==> src/rtl/piso_pkg.sv <==
// Shared types and helpers for the parallel-in/serial-out transmitter.
package piso_pkg;

    typedef enum logic {
        IDLE,
        SHIFT
    } piso_state_t;

    // Bit counter width: enough to hold WIDTH-1, never narrower than one bit.
    function automatic int unsigned cnt_w(input int unsigned width);
        return ($clog2(width) < 1) ? 1 : $clog2(width);
    endfunction

endpackage

==> src/rtl/piso_tx_if.sv <==
// Producer-side load handshake plus serial output bundle for piso_tx.
interface piso_tx_if #(
    parameter int unsigned WIDTH = 8
);
    logic             en;
    logic             load_valid;
    logic             load_ready;
    logic [WIDTH-1:0] load_data;
    logic             sdo;
    logic             sdo_valid;
    logic             busy;
    logic             done;

    // Producer / link controller side.
    modport master (
        output en, load_valid, load_data,
        input  load_ready, sdo, sdo_valid, busy, done
    );

    // Transmitter side.
    modport slave (
        input  en, load_valid, load_data,
        output load_ready, sdo, sdo_valid, busy, done
    );
endinterface

==> src/rtl/piso_bit_counter.sv <==
// Loadable down-counter tracking how many bits remain after the one on sdo.
module piso_bit_counter #(
    parameter int unsigned CNT_W = 3
) (
    input  logic             clk,
    input  logic             reset_n,
    input  logic             load,
    input  logic [CNT_W-1:0] load_val,
    input  logic             dec,
    output logic             zero
);
    logic [CNT_W-1:0] cnt_q;

    // Load has priority; the FSM never decrements at zero.
    always_ff @(posedge clk or negedge reset_n) begin
        if (!reset_n) begin
            cnt_q <= '0;
        end else if (load) begin
            cnt_q <= load_val;
        end else if (dec) begin
            cnt_q <= cnt_q - 1'b1;
        end
    end

    assign zero = (cnt_q == '0);
endmodule

==> src/rtl/piso_tx.sv <==
// Parallel-in/serial-out transmitter: takes a word on valid/ready and emits it
// one bit per en strobe, pulsing done once the last bit has been consumed.
module piso_tx
    import piso_pkg::*;
#(
    parameter int unsigned WIDTH     = 8,
    parameter bit          MSB_FIRST = 1'b1
) (
    input logic       clk,
    input logic       reset_n,
    piso_tx_if.slave  bus
);
    localparam int unsigned      CntW    = cnt_w(WIDTH);
    localparam logic [CntW-1:0]  LastIdx = CntW'(WIDTH - 1);

    piso_state_t      state_q, state_d;
    logic [WIDTH-1:0] shreg_q, shreg_d;
    logic             done_q, done_d;
    logic             cnt_load, cnt_dec, cnt_zero;
    logic             accept;

    assign accept = bus.load_valid && (state_q == IDLE);

    piso_bit_counter #(
        .CNT_W (CntW)
    ) u_bit_counter (
        .clk      (clk),
        .reset_n  (reset_n),
        .load     (cnt_load),
        .load_val (LastIdx),
        .dec      (cnt_dec),
        .zero     (cnt_zero)
    );

    // State, shift register and done pulse registers.
    always_ff @(posedge clk or negedge reset_n) begin
        if (!reset_n) begin
            state_q <= IDLE;
            shreg_q <= '0;
            done_q  <= 1'b0;
        end else begin
            state_q <= state_d;
            shreg_q <= shreg_d;
            done_q  <= done_d;
        end
    end

    // Next-state: load on accept, shift toward the output end on each en strobe.
    always_comb begin
        state_d  = state_q;
        shreg_d  = shreg_q;
        done_d   = 1'b0;
        cnt_load = 1'b0;
        cnt_dec  = 1'b0;
        unique case (state_q)
            IDLE: begin
                if (accept) begin
                    shreg_d  = bus.load_data;
                    cnt_load = 1'b1;
                    state_d  = SHIFT;
                end
            end
            SHIFT: begin
                if (bus.en) begin
                    if (cnt_zero) begin
                        state_d = IDLE;
                        done_d  = 1'b1;
                    end else begin
                        shreg_d = MSB_FIRST ? (shreg_q << 1) : (shreg_q >> 1);
                        cnt_dec = 1'b1;
                    end
                end
            end
            default: state_d = IDLE;
        endcase
    end

    // Outputs are pure decodes of the registered state.
    always_comb begin
        bus.load_ready = (state_q == IDLE);
        bus.busy       = (state_q == SHIFT);
        bus.sdo_valid  = (state_q == SHIFT);
        bus.done       = done_q;
        bus.sdo        = 1'b0;
        if (state_q == SHIFT) begin
            bus.sdo = MSB_FIRST ? shreg_q[WIDTH-1] : shreg_q[0];
        end
    end
endmodule

==> src/flat_wrapper.sv <==
// flat-port wrapper written by rule: the top's interface ports become plain ports
module piso_tx_flat import piso_pkg::*;
#(
    parameter int unsigned WIDTH     = 8,
    parameter bit          MSB_FIRST = 1'b1
)
  (clk, reset_n, bus_en, bus_load_valid, bus_load_data, bus_load_ready, bus_sdo, bus_sdo_valid, bus_busy, bus_done);
  piso_tx_if #(.WIDTH(WIDTH)) bus_i ();
  input logic clk;
  input logic reset_n;
  input wire logic [$bits(bus_i.en)-1:0] bus_en;
  input wire logic [$bits(bus_i.load_valid)-1:0] bus_load_valid;
  input wire logic [$bits(bus_i.load_data)-1:0] bus_load_data;
  output wire logic [$bits(bus_i.load_ready)-1:0] bus_load_ready;
  output wire logic [$bits(bus_i.sdo)-1:0] bus_sdo;
  output wire logic [$bits(bus_i.sdo_valid)-1:0] bus_sdo_valid;
  output wire logic [$bits(bus_i.busy)-1:0] bus_busy;
  output wire logic [$bits(bus_i.done)-1:0] bus_done;
  assign bus_i.en = bus_en;
  assign bus_i.load_valid = bus_load_valid;
  assign bus_i.load_data = bus_load_data;
  assign bus_load_ready = bus_i.load_ready;
  assign bus_sdo = bus_i.sdo;
  assign bus_sdo_valid = bus_i.sdo_valid;
  assign bus_busy = bus_i.busy;
  assign bus_done = bus_i.done;
  piso_tx #(.WIDTH(WIDTH), .MSB_FIRST(MSB_FIRST)) u_core (.clk(clk), .reset_n(reset_n), .bus(bus_i));
endmodule
==> config.mk <==
export PLATFORM = sky130hd
export DESIGN_NAME = piso_tx_flat
export DESIGN_NICKNAME = d
export VERILOG_FILES = /design/src/rtl/piso_pkg.sv /design/src/rtl/piso_tx_if.sv /design/src/rtl/piso_bit_counter.sv /design/src/rtl/piso_tx.sv /design/src/flat_wrapper.sv
export SDC_FILE = /design/constraint.sdc
export NUM_CORES = 1
export LEC_CHECK = 0
export CAP_MARGIN = 20
export CELL_PAD_IN_SITES_DETAIL_PLACEMENT = 0
export CELL_PAD_IN_SITES_GLOBAL_PLACEMENT = 1
export CORE_MARGIN = 10
export CORE_UTILIZATION = 35
export DETAILED_ROUTE_END_ITERATION = 10
export PLACE_DENSITY_LB_ADDON = 0.1
export SYNTH_ARGS = -nofsm -noshare
export SYNTH_HDL_FRONTEND = slang
export SYNTH_HIERARCHICAL = 1
export SYNTH_SLANG_ARGS = --single-unit
==> constraint.sdc <==
create_clock -name clk -period 3.3 [get_ports clk]
set_input_delay 0.495 -clock clk [delete_from_list [all_inputs] [get_ports clk]]
set_output_delay 0.495 -clock clk [all_outputs]
set_load 0.02 [all_outputs]
==> impl_results.md <==
* Share of cells above drive strength 1 at 0.1868
* Average instance area after synthesis at approximately 11 um2
* Vias in the first global route at approximately 600
* Crit share post-route at 0.7439
* Mapped Cells at 73
* GRT overflow at 0
* Tightest Pin Transition at between 0.7 and 0.8 ns
* Yosys cell types at 24
* Setup-failing EPs final at 0
* Post-CTS Setup Bufs at 0
* Iter 0 DRT Violations at 23
* DRC at 0
* Yosys reg bits at 13
* Final TNS setup at 0 ns
* Crit-path max FO at 22
* Layout Skew at around 0.0064 ns
* Synth cell count leaders: 13 x dfrtp_1, 13 x inv_1, 7 x a311oi_1, 7 x nor3b_2
* Worst EP required at between 2 and 3 ns
* H-tree depth at 1
* P&R area growth vs syn at 23.94%
* Max cap viols at 0
* Final GP Congestion at around 0.71
* CP startpoint: u_core/bus.busy
* Multi-input logic area at 395.4 um2
* R2R Path Start: u_core/bus.busy
* Cts bufs inserted at 3
* DP Worst Slack at between 1 and 1.5 ns
* Filler Cell Count at approximately 210
* Clk_lat worst skew at between 0.2 and 0.3 ns
* Io pins at 17
* Relative slew slack at 0.5005
* Critical path's top delay family: flip-flops
* EDFF count, synth at 0
* Total number of vias at roughly 570
* Die W at between 60 and 70 um
* Tmin final at between 2 and 2.5 ns
* Final hold vios at 0
* Yosys top cell by area: dfrtp_1
* CTS Hold Bufs at 0
* Die area at 4596 um2
* Drt total wl at roughly 1800 um
* DR pass1 iterations at 4
* Startpoint types: register
* Max VDD drop at 0.0003693 V
* Post-DP Area at around 960 um2
* Crit-path slowest cell: dfrtp_1
* Area contributors post-synth: dfrtp_1 41%, nor3b_2 11%, a311oi_1 7.7%
* Reg2Reg Setup Slack at between 1 and 1.5 ns
* Largest net degree at the start of global routing at 23
* Reg area at 325.3 um2
* Cell row count at 17
* Buf/Inv on CP at 2
* Yosys top cell area share at 0.4069
* Mapped cell area at between 700 and 800 um2
* Post-cts resize count at 0
* Detailed placement HPWL at approximately 1200 um
* CTS tree: yes
* Power Density at between 700 and 800 nW/um2
* Slowest stage delay, CP at 0.83 ns
* Ant diodes at 0
* Unrepaired setup endpoints after global routing: no
* Drt via density at 4.773
* Sequential share of the synthesized area at 0.4069
* R2r worst-path depth at 3
* Max frequency at 407.3 MHz
* Die Y at roughly 68 um
* Critical path arrival at 1.96 ns
* Total power at between 0.0007 and 0.0008 W
* Final nets at around 110
* Max-slew violations at 0
* Hold Slack at 0.5137 ns
* HP Class: reg -> reg
* Global-route wire length before repair at between 2000 and 3000 um
* Number of stages on the worst setup path at 3
* WL/cell at about 15 um
* Design Area, Final at 991.0 um2
* Crit path kind: reg -> out
* Share of flip-flops with an asynchronous set or reset at 1.000
* Core area at around 2200 um2
* Final ANT Viol Nets at 0
* Clk slew on worst S/H paths at around 0.090 ns
* Status: complete, no violations
* Synth warn at 6
* Initial antenna violation count at 0
* Initial Util at 0.3649
* Final worst setup slack at about 0.85 ns
* Crit path cell chain: inv_1, nor2_1, clkdlybuf4s50_1
* Crit path capture: bus_sdo
* Total GRT Usage at 0.08564
* Sink Count at 13
* IO buf count at 16
* R2R Path End: u_core/u_bit_counter/cnt_q[1]
* Pleak at between 0.4 and 0.5 nW
* Primary FF master, synth: dfrtp_1
* CP Capture Type: output pin
* Maximum root-to-sink buffer count at 2
* CTS root buf: clkbuf_4
-- worst min path at each step --
| stage | startpoint | to | slack [ns] | cells after the start |
|---|---|---|---|---|
| finish | u_core/shreg_q[0] | u_core/shreg_q[0] | 0.51 | 1 |
| global route | u_core/shreg_q[0] | u_core/shreg_q[0] | 0.53 | 1 |
| CTS | u_core/shreg_q[0] | u_core/shreg_q[0] | 0.52 | 1 |
| detailed placement | u_core/shreg_q[0] | u_core/shreg_q[0] | 0.49 | 1 |
| global placement | u_core/shreg_q[0] | u_core/shreg_q[0] | 0.49 | 1 |
| floorplan | reset_n | u_core/bus.busy | 0.20 | 0 |
-- cell families after synthesis --
logic type / count (synthesis) / share of synthesized area
and+or+nand+nor: 28 / 0.3240
buffers and inverters: 17 / 0.1080
DFF: 13 / 0.4069
AOI/OAI and AO/OA: 11 / 0.1142
adders and majority gates: 2 / 0.03129
xor gates and xnor gates: 1 / 0.01096
other: 1 / 0.004690
-- layout make-up --
| type | instances | area share |
|---|---|---|
| multi-input cells | 45 | 0.3990 |
| well taps | 28 | 0.03535 |
| flip-flops and latches | 13 | 0.3283 |
| inverters | 13 | 0.04924 |
| clock buffers | 4 | 0.02652 |
| repair buffers | 16 | 0.1616 |
-- registers in the layout (all words and copies together), names as in the netlist --
signal / count
u_core/u_bit_counter/cnt_q: 3
u_core/bus.busy: 1
u_core/bus.done: 1
u_core/shreg_q: 8
-- stage by stage --
step,util,cells
after floorplan,-,75
after global placement,0.4403,115
after detailed placement,0.4403,115
after CTS,0.4523,119
after global routing,0.4523,119
final,0.4523,119
-- worst reg2reg max path, delay by kind of cell (launching register included) --
family	cells	cell delay, ns
compound gates	1	0.33
buf+inv	1	0.19
flops	1	0.83
simple gates	1	0.42
-- cells in the final DEF (no fill, tap or decap), types with 2 or more instances in the layout --
cell,count
nor2b_1,2
clkbuf_4,3
dfrtp_1,13
conb_1,3
and4bb_2,4
a311oi_1,7
clkdlybuf4s50_1,16
nor4bb_1,3
nor3b_2,7
nor2_1,4
ha_1,2
inv_1,13
nand2_1,2
-- power breakdown --
group	total, W	internal [W]	leakage [nW]	switching [W]
logic	0.000345	0.000182	0.283	0.000163
registers	0.000288	0.000229	0.148	0.0000594
clock network	0.000101	0.0000468	0.0150	0.0000542
-- routing by layer --
metal | wire [um] | global-route usage | up-vias
met1 | 932 | 0.1144 | 263
met3 | 103 | 0.02314 | 2
met5 | 0 | 0 | -
li1 | - | - | 289
met4 | 17 | 0.04523 | 0
met2 | 717 | 0.1221 | 14
No activity file was read; power rests on OpenSTA's default activity.
